$ cat src/rtl/mips_pkg.sv
// Shared constants for the 5-stage MIPS core: register and Tuse/Tnew widths,
// mult/div latencies and a per-source hazard compare helper.
package mips_pkg;

   localparam int unsigned REG_W        = 5;
   localparam int unsigned TW           = 2;
   localparam int unsigned MD_CNT_W     = 4;
   localparam int unsigned STALL_CNT_W  = 32;
   localparam int unsigned MULT_CYC_DEF = 5;
   localparam int unsigned DIV_CYC_DEF  = 10;

   localparam logic [TW-1:0]    TUSE_NONE = TW'(3);
   localparam logic [REG_W-1:0] REG_ZERO  = REG_W'(0);

   typedef logic [REG_W-1:0] reg_addr_t;
   typedef logic [TW-1:0]    tval_t;

   // A source stalls when a younger-stage producer of the same register
   // delivers its result later than the ID instruction needs it.
   function automatic logic src_stall(input reg_addr_t src,
                                      input tval_t     tuse,
                                      input reg_addr_t wa_e,
                                      input tval_t     tnew_e,
                                      input reg_addr_t wa_m,
                                      input tval_t     tnew_m);
      logic hit_e;
      logic hit_m;
      hit_e = (src == wa_e) && (tnew_e > tuse);
      hit_m = (src == wa_m) && (tnew_m > tuse);
      return (src != REG_ZERO) && (hit_e || hit_m);
   endfunction

endpackage

$ cat src/rtl/md_busy_timer.sv
// Mult/div occupancy timer: loads the unit latency on each start (a start
// while busy simply reloads) and counts down to idle.
module md_busy_timer
   import mips_pkg::*;
#(
   parameter int unsigned MULT_CYC = MULT_CYC_DEF,
   parameter int unsigned DIV_CYC  = DIV_CYC_DEF
) (
   input  logic clk,
   input  logic rst_n,
   input  logic md_start_i,
   input  logic md_div_i,
   output logic md_busy_o
);

   logic [MD_CNT_W-1:0] cnt_q;
   logic [MD_CNT_W-1:0] cnt_d;

   always_comb begin
      cnt_d = cnt_q;
      if (md_start_i) begin
         cnt_d = md_div_i ? MD_CNT_W'(DIV_CYC) : MD_CNT_W'(MULT_CYC);
      end else if (cnt_q != '0) begin
         cnt_d = cnt_q - MD_CNT_W'(1);
      end
   end

   always_ff @(posedge clk or negedge rst_n) begin
      if (!rst_n) begin
         cnt_q <= '0;
      end else begin
         cnt_q <= cnt_d;
      end
   end

   assign md_busy_o = (cnt_q != '0);

endmodule

$ cat src/rtl/hazard_ctrl.sv
// Pipeline hazard/stall controller: Tuse/Tnew data-hazard detection, mult/div
// occupancy interlock, PC/IF-ID/ID-EX control and a saturating stall counter.
module hazard_ctrl
   import mips_pkg::*;
#(
   parameter int unsigned MULT_CYC = MULT_CYC_DEF,
   parameter int unsigned DIV_CYC  = DIV_CYC_DEF
) (
   input  logic                   clk,
   input  logic                   rst_n,
   input  logic [REG_W-1:0]       rs_d,
   input  logic [REG_W-1:0]       rt_d,
   input  logic [TW-1:0]          tuse_rs_d,
   input  logic [TW-1:0]          tuse_rt_d,
   input  logic                   md_use_d,
   input  logic [REG_W-1:0]       wa_e,
   input  logic [TW-1:0]          tnew_e,
   input  logic [REG_W-1:0]       wa_m,
   input  logic [TW-1:0]          tnew_m,
   input  logic                   md_start_e,
   input  logic                   md_div_e,
   output logic                   pc_en,
   output logic                   ifid_en,
   output logic                   idex_clr,
   output logic                   md_busy,
   output logic [STALL_CNT_W-1:0] stall_cnt
);

   logic stall_rs;
   logic stall_rt;
   logic stall_md;
   logic stall;

   logic [STALL_CNT_W-1:0] stall_cnt_q;
   logic [STALL_CNT_W-1:0] stall_cnt_d;

   md_busy_timer #(
      .MULT_CYC (MULT_CYC),
      .DIV_CYC  (DIV_CYC)
   ) u_md_busy_timer (
      .clk        (clk),
      .rst_n      (rst_n),
      .md_start_i (md_start_e),
      .md_div_i   (md_div_e),
      .md_busy_o  (md_busy)
   );

   // Stall decision is purely combinational so the bubble lands this cycle.
   always_comb begin
      stall_rs = src_stall(rs_d, tuse_rs_d, wa_e, tnew_e, wa_m, tnew_m);
      stall_rt = src_stall(rt_d, tuse_rt_d, wa_e, tnew_e, wa_m, tnew_m);
      stall_md = md_use_d && (md_busy || md_start_e);
      stall    = stall_rs || stall_rt || stall_md;
   end

   assign pc_en    = ~stall;
   assign ifid_en  = ~stall;
   assign idex_clr = stall;

   always_comb begin
      stall_cnt_d = stall_cnt_q;
      if (stall && (stall_cnt_q != '1)) begin
         stall_cnt_d = stall_cnt_q + STALL_CNT_W'(1);
      end
   end

   always_ff @(posedge clk or negedge rst_n) begin
      if (!rst_n) begin
         stall_cnt_q <= '0;
      end else begin
         stall_cnt_q <= stall_cnt_d;
      end
   end

   assign stall_cnt = stall_cnt_q;

endmodule

$ cat config.mk
export PLATFORM = sky130hd
export DESIGN_NAME = hazard_ctrl
export DESIGN_NICKNAME = d
export VERILOG_FILES = /design/src/rtl/mips_pkg.sv /design/src/rtl/md_busy_timer.sv /design/src/rtl/hazard_ctrl.sv
export SDC_FILE = /design/constraint.sdc
export NUM_CORES = 1
export LEC_CHECK = 0
export ABC_AREA = 1
export BUFFER_PORTS_ARGS = -buffer_cell sky130_fd_sc_hd__buf_2
export CORE_AREA = 2 2 157 82
export DETAILED_ROUTE_END_ITERATION = 12
export DIE_AREA = 0 0 159 84
export MAX_ROUTING_LAYER = met4
export PLACE_DENSITY = 0.43
export SLEW_MARGIN = 20
export SYNTH_ARGS = -nofsm -noshare
export SYNTH_HDL_FRONTEND = slang
export SYNTH_SLANG_ARGS = --single-unit
export TNS_END_PERCENT = 20
$ cat constraint.sdc
create_clock -name clk -period 2.04 [get_ports clk]
set_clock_uncertainty 0.1 [all_clocks]
set_input_delay 0.204 -clock clk [delete_from_list [all_inputs] [get_ports clk]]
set_output_delay 0.204 -clock clk [all_outputs]
set_load 0.03 [all_outputs]
# Word level (Yosys, flattened, before mapping)
# Index checks and enable logic that the tools add are counted.
[totals]
regBits = 36
in_bits = 33
[op_classes]
bitwise_logic = 1
n_addsub = 2
n_mux = 3
eq_ne = 5
order_cmp = 4
n_reduce_logical = 17
[ops]
columns = ["cell", "count"]
rows = [
  ["32-bit by 1-bit adder with 32-bit output (second input constant)", 1],
  ["32-bit inequality test (second input constant)", 1],
  ["5-bit equality test", 4],
  ["4-bit two-way mux", 3],
  ["5-bit nonzero test", 2],
  ["2-bit > comparator", 4],
  ["1-bit logical AND", 8],
  ["1-bit logical OR", 5],
  ["4-bit nonzero test", 1],
  ["4-bit by 1-bit subtractor with 4-bit output (second input constant)", 1],
  ["2-bit nonzero test", 1],
  ["1-bit inverter", 1],
]

# Longest topological paths before layout
[depth]
word_depth = 7
depth_mapped = 15
ltp_nobuf = 14

# By module
# Synthesis repeated with hierarchy kept, for this count alone.
[unflattened]
cells_unflattened = 460
hier_area_um2 = 2999.1
[by_module_without_submodules]
columns = ["mod", "area_per_inst_um2", "n_inst", "cells_each"]
rows = [
  ["hazard_ctrl", 2752.6, 1, 429],
  ["md_busy_timer", 246.5, 1, 31],
]

# Worst setup path after synthesis
# OpenSTA, ideal clock, no wires.
[synth_timing]
path_type = "flip-flop to output port"
startpoint = "register u_md_busy_timer.cnt_q[0]"
endpoint = "output port pc_en"
slack_ns = -0.308
t_arrival_ns = 2.044
n_path_buf = 2
required_time_ns = 1.736
path_stages_with_launch = 11
path_cell_list = "dfrtp_1 -> inv_1 -> ha_1 -> nand2_1 -> nor2_1 -> inv_1 -> nand2_1 -> nand3_1 -> buf_2 -> inv_1 -> buf_4"
[synth_between]
elab_chain_cells = 5
[synth_lines]
columns = ["element", "line_no", "source"]
rows = [
  ["start, declared", "md_busy_timer.sv:16", "logic [MD_CNT_W-1:0] cnt_q;"],
  ["start signal, assigned", "md_busy_timer.sv:32", "cnt_q <= cnt_d;"],
  ["4-bit nonzero test", "md_busy_timer.sv:36", "assign md_busy_o = (cnt_q != '0);"],
  ["net md_busy", "hazard_ctrl.sv:25", "output logic md_busy,"],
  ["1-bit logical OR", "hazard_ctrl.sv:52", "stall_md = md_use_d && (md_busy || md_start_e);"],
  ["1-bit logical AND", "hazard_ctrl.sv:52", ""],
  ["1-bit logical OR", "hazard_ctrl.sv:53", "stall = stall_rs || stall_rt || stall_md;"],
  ["net idex_clr", "hazard_ctrl.sv:24", "output logic idex_clr,"],
  ["1-bit inverter", "-", ""],
  ["end, declared", "hazard_ctrl.sv:22", "output logic pc_en,"],
]
# The timed path passes the listed nets, and every way through them passes these cells.

# Final worst setup path
[layout_timing]
startpoint = "register u_md_busy_timer.cnt_q[1]"
endpoint = "output port ifid_en"
[layout_between]
elab_chain_cells = 5
[layout_lines]
columns = ["element", "line_no", "source"]
rows = [
  ["4-bit nonzero test", "md_busy_timer.sv:36", ""],
  ["1-bit logical OR", "hazard_ctrl.sv:52", ""],
  ["1-bit logical AND", "hazard_ctrl.sv:52", ""],
  ["1-bit logical OR", "hazard_ctrl.sv:53", ""],
  ["1-bit inverter", "hazard_ctrl.sv:57", "assign ifid_en = ~stall;"],
  ["end, declared", "hazard_ctrl.sv:23", "output logic ifid_en,"],
]
# Every way passes these cells.

==> summary.md <==
| Metric | Value |
|---|---|
| DRT Pass-1 Iters | 5 |
| Max layer used | met4 |
| Routability congestion estimate from global placement | 0.906 |
| Max Clock Freq | 503 MHz |
| CP endpoint kind | output port |
| # rows | 29 |
| Maxcap violations | 0 |
| Combinational share of power | 31.7% |
| Yosys top cell area share | 30.7% |
| Switching Power | 0.869 mW |
| Sw frac | 35.8% |
| Flop pwr share | 34.7% |
| Synth Area in Adders | 4.70% |
| Final hold vios | 0 |
| Final hold slack | 77.3 ps |
| All-Layer GR Usage | 16.3% |
| Crit Reg-Reg Startpoint | stall_cnt[1]$_DFFE_PN0P_ |
| #FFs+latches synth | 36 |
| Critical Setup Path Class | flop to output port |
| Post-synth ARST share | 100% |
| Detailed Place HPWL | 8400 um |
| XOR/XNOR Fraction of Synth Area | 9.27% |
| Setup Viol. Count Final | 0 |
| WL final | 10300 um |
| Min cycle time layout | 1990 ps |
| Pwr dens | 616 nW/um2 |
| Post-route cell area | 3940 um2 |
| Startpoint Class | flop |
| Total CTS buffers | 5 |
| Port-buffer cells | 68 |
| Post-synth EDFFs | 0 |
| Largest family of logic cells by synthesized area | simple AND/OR/NAND/NOR gates |
| Hold Path Class | primary input to flop |
| Worst Tran Pin Value | 522 ps |
| Initial core utilization | 24.0% |
| Status | finished clean |
| Synth warnings | 0 |
| Met3 Wirelength | 985 um |
| Drt drc | 0 |
| Area Overhead vs Synth | 34.5% |
| Sequential cell area | 901 um2 |
| Die area | 13400 um2 |
| Syn_area_per_cell | 6.34 um2 |
| Routed vias/inst | 4.33 |
| WL met1 | 5760 um |
| # IOs | 69 |
| CTS tree | built |
| Synth top area cells | dfrtp_1 31%, nand2_1 23%, nand3_1 8.7% |
| Worst Path Max Fanout | 6 |
| Initial detailed-routing violation count | 287 |
| Peak supply drop | 0.000687 V |
| Htree depth | 2 |
| Worst reg-to-reg path cell count | 9 |
| Clock slew at reported path FFs | 60 ps |
| Clock latency on the worst-skew pair | 290 ps |
| First-pass GRT wire length | 16400 um |
| Setup WS pre-CTS | 22.2 ps |
| Unique masters post-synth | 27 |
| Vias | 3192 |
| Total grt overflow | 0 |
| Die width | 159 um |
| Post-synthesis cell count | 462 |
| Worst Hold Launch | md_div_e |
| NumNets Final | 610 |
| Worst Path Required | 1740 ps |
| Compound-cell area share of the yosys netlist | 1.62% |
| CORE AREA | 12200 um2 |
| Die H | 84 um |
| Final ANT Viol Nets | 0 |
| Final Max Tran Viols | 0 |
| Largest buffer count on any clock path | 2 |
| Met2 wire len | 3510 um |
| Area of the multi-input gates | 1800 um2 |
| Synth area leader | dfrtp_1 |
| RSZ-0062 raised after global routing | yes |
| Root buffer cell | clkbuf_16 |
| ANT cells | 0 |
| Synth Area in Simple Gates | 44.4% |
| Slew headroom | 64.9% |
| Setup ws final | 50.3 ps |
| Synthesized cell area | 2930 um2 |
| Mux cell area share after synthesis | 0% |
| CP arrival | 1690 ps |
| R2R Path End | stall_cnt[29]$_DFFE_PN0P_ |
| Clk sinks | 36 |
| Fill count | 1386 |
| Cell Area, Placed | 3690 um2 |
| Largest net degree at the start of global routing | 37 |
| Layout cells sized above 1 | 22.2% |
| Worst Hold End | u_md_busy_timer.cnt_q[3]$_DFFE_PN0N_ |
| Top FF cell, synth | dfrtp_1 |
| Int Pwr | 1.56 mW |
| Period utilisation layout | 97.5% |
| Seq/Total Area, Yosys | 30.7% |
| Hold depth | 3 |
| Cell leakage power | 2.16 nW |
| Syn Nets | 506 |
| Clock group share of total power | 33.5% |
| R2r setup slk | 60 ps |
| Vias in the first global route | 2927 |
| Routed WL per cell | 14.0 um |
| Initial antenna violation count | 0 |
==> cell families after synthesis <==
| group | Yosys count |
|---|---|
| flip-flops | 36 |
| adder cells (fa/ha/maj) | 11 |
| AND/OR/NAND/NOR | 312 |
| XOR/XNOR | 31 |
| buffers and inverters | 64 |
| AO/OA/AOI/OAI | 8 |
==> per-stage QoR <==
stage	instances	power (mW)	utilization, %	TNS, ps
6_report	737	2.43	32.3	0
5_1_grt	737	2.58	32.3	-3780
2_1_floorplan	462	1.30	-	0
3_5_place_dp	725	1.59	30.3	0
3_3_place_gp	725	1.59	30.3	0
4_1_cts	734	2.42	31.7	0
==> worst max-delay path by stage <==
stage / cells after the start / startpoint / slack, ps / to
2_1_floorplan: 12 / stall_cnt[1]$_DFFE_PN0P_ / 10 / stall_cnt[3]$_DFFE_PN0P_
3_3_place_gp: 14 / tuse_rt_d[1] / 50 / ifid_en
3_5_place_dp: 16 / tuse_rt_d[1] / 20 / stall_cnt[26]$_DFFE_PN0P_
4_1_cts: 9 / u_md_busy_timer.cnt_q[0]$_DFFE_PN0N_ / 2 / pc_en
5_1_grt: 12 / stall_cnt[0]$_DFFE_PN0P_ / -130 / stall_cnt[20]$_DFFE_PN0P_
6_report: 9 / u_md_busy_timer.cnt_q[1]$_DFFE_PN0N_ / 50 / ifid_en
==> repair_timing <==
action / in CTS / in global routing
resized for setup: 4 / 14
hold buffers: 1 / 0
pin swaps: 0 / 2
endpoints found under the hold margin: 36 / 0
buffers inserted: 0 / 3
endpoints found under the setup margin: 3 / 35
==> power by group through the flow <==
stage	combinational [mW]	sequential (mW)	clock, mW
floorplan	0.339	0.962	0
finish	0.770	0.842	0.814
global placement	0.744	0.849	0
CTS	0.753	0.840	0.829
detailed placement	0.743	0.852	0
global route	0.857	0.856	0.865
==> final cells by class <==
cell class | count | share of cell area [%]
clock buffers | 7 | 3.62
flip-flops and latches | 36 | 22.9
repair buffers | 107 | 17.1
clock inverters | 1 | 0.190
inverters | 54 | 5.24
well taps | 170 | 5.40
multi-input cells | 362 | 45.6
==> cell usage after synthesis, drive strengths merged, types with 2 or more instances <==
cell / number
xnor2: 6
buf: 8
inv: 54
nand4: 4
nor2: 49
xor2: 25
o21ai: 2
ha: 11
a21oi: 3
nand3: 52
nand2: 184
nor3: 20
dfrtp: 36
clkbuf: 2
==> worst max-delay path, cell delays in order (launching register included) <==
cell	delay, ps
dfrtp_1	370
inv_1	90
ha_2	180
nand2_2	70
nor2_2	100
inv_1	80
nand2_2	80
nand3_4	130
clkinvlp_4	120
buf_4	150
==> flip-flops by register name (all words and copies together) (netlist names) <==
signal                 count
stall_cnt                 32
u_md_busy_timer.cnt_q      4
==> routing by layer <==
| metal | vias up | GRT usage [%] |
|---|---|---|
| li1 | 1645 | - |
| met1 | 1428 | 27.1 |
| met2 | 112 | 18.2 |
| met3 | 7 | 4.77 |
| met4 | 0 | 2.48 |
| met5 | - | - |
==> layout by cell type, fill, tap and decap left out, drive strengths merged, types with 7 or more instances in the layout <==
cell type and n:
nand2 184, nand3 52, xor2 25, inv 53, clkbuf 7, nor3 20, buf 106, ha 11
nor2 49, dfrtp 36
Power figures use the tool's default switching activity.
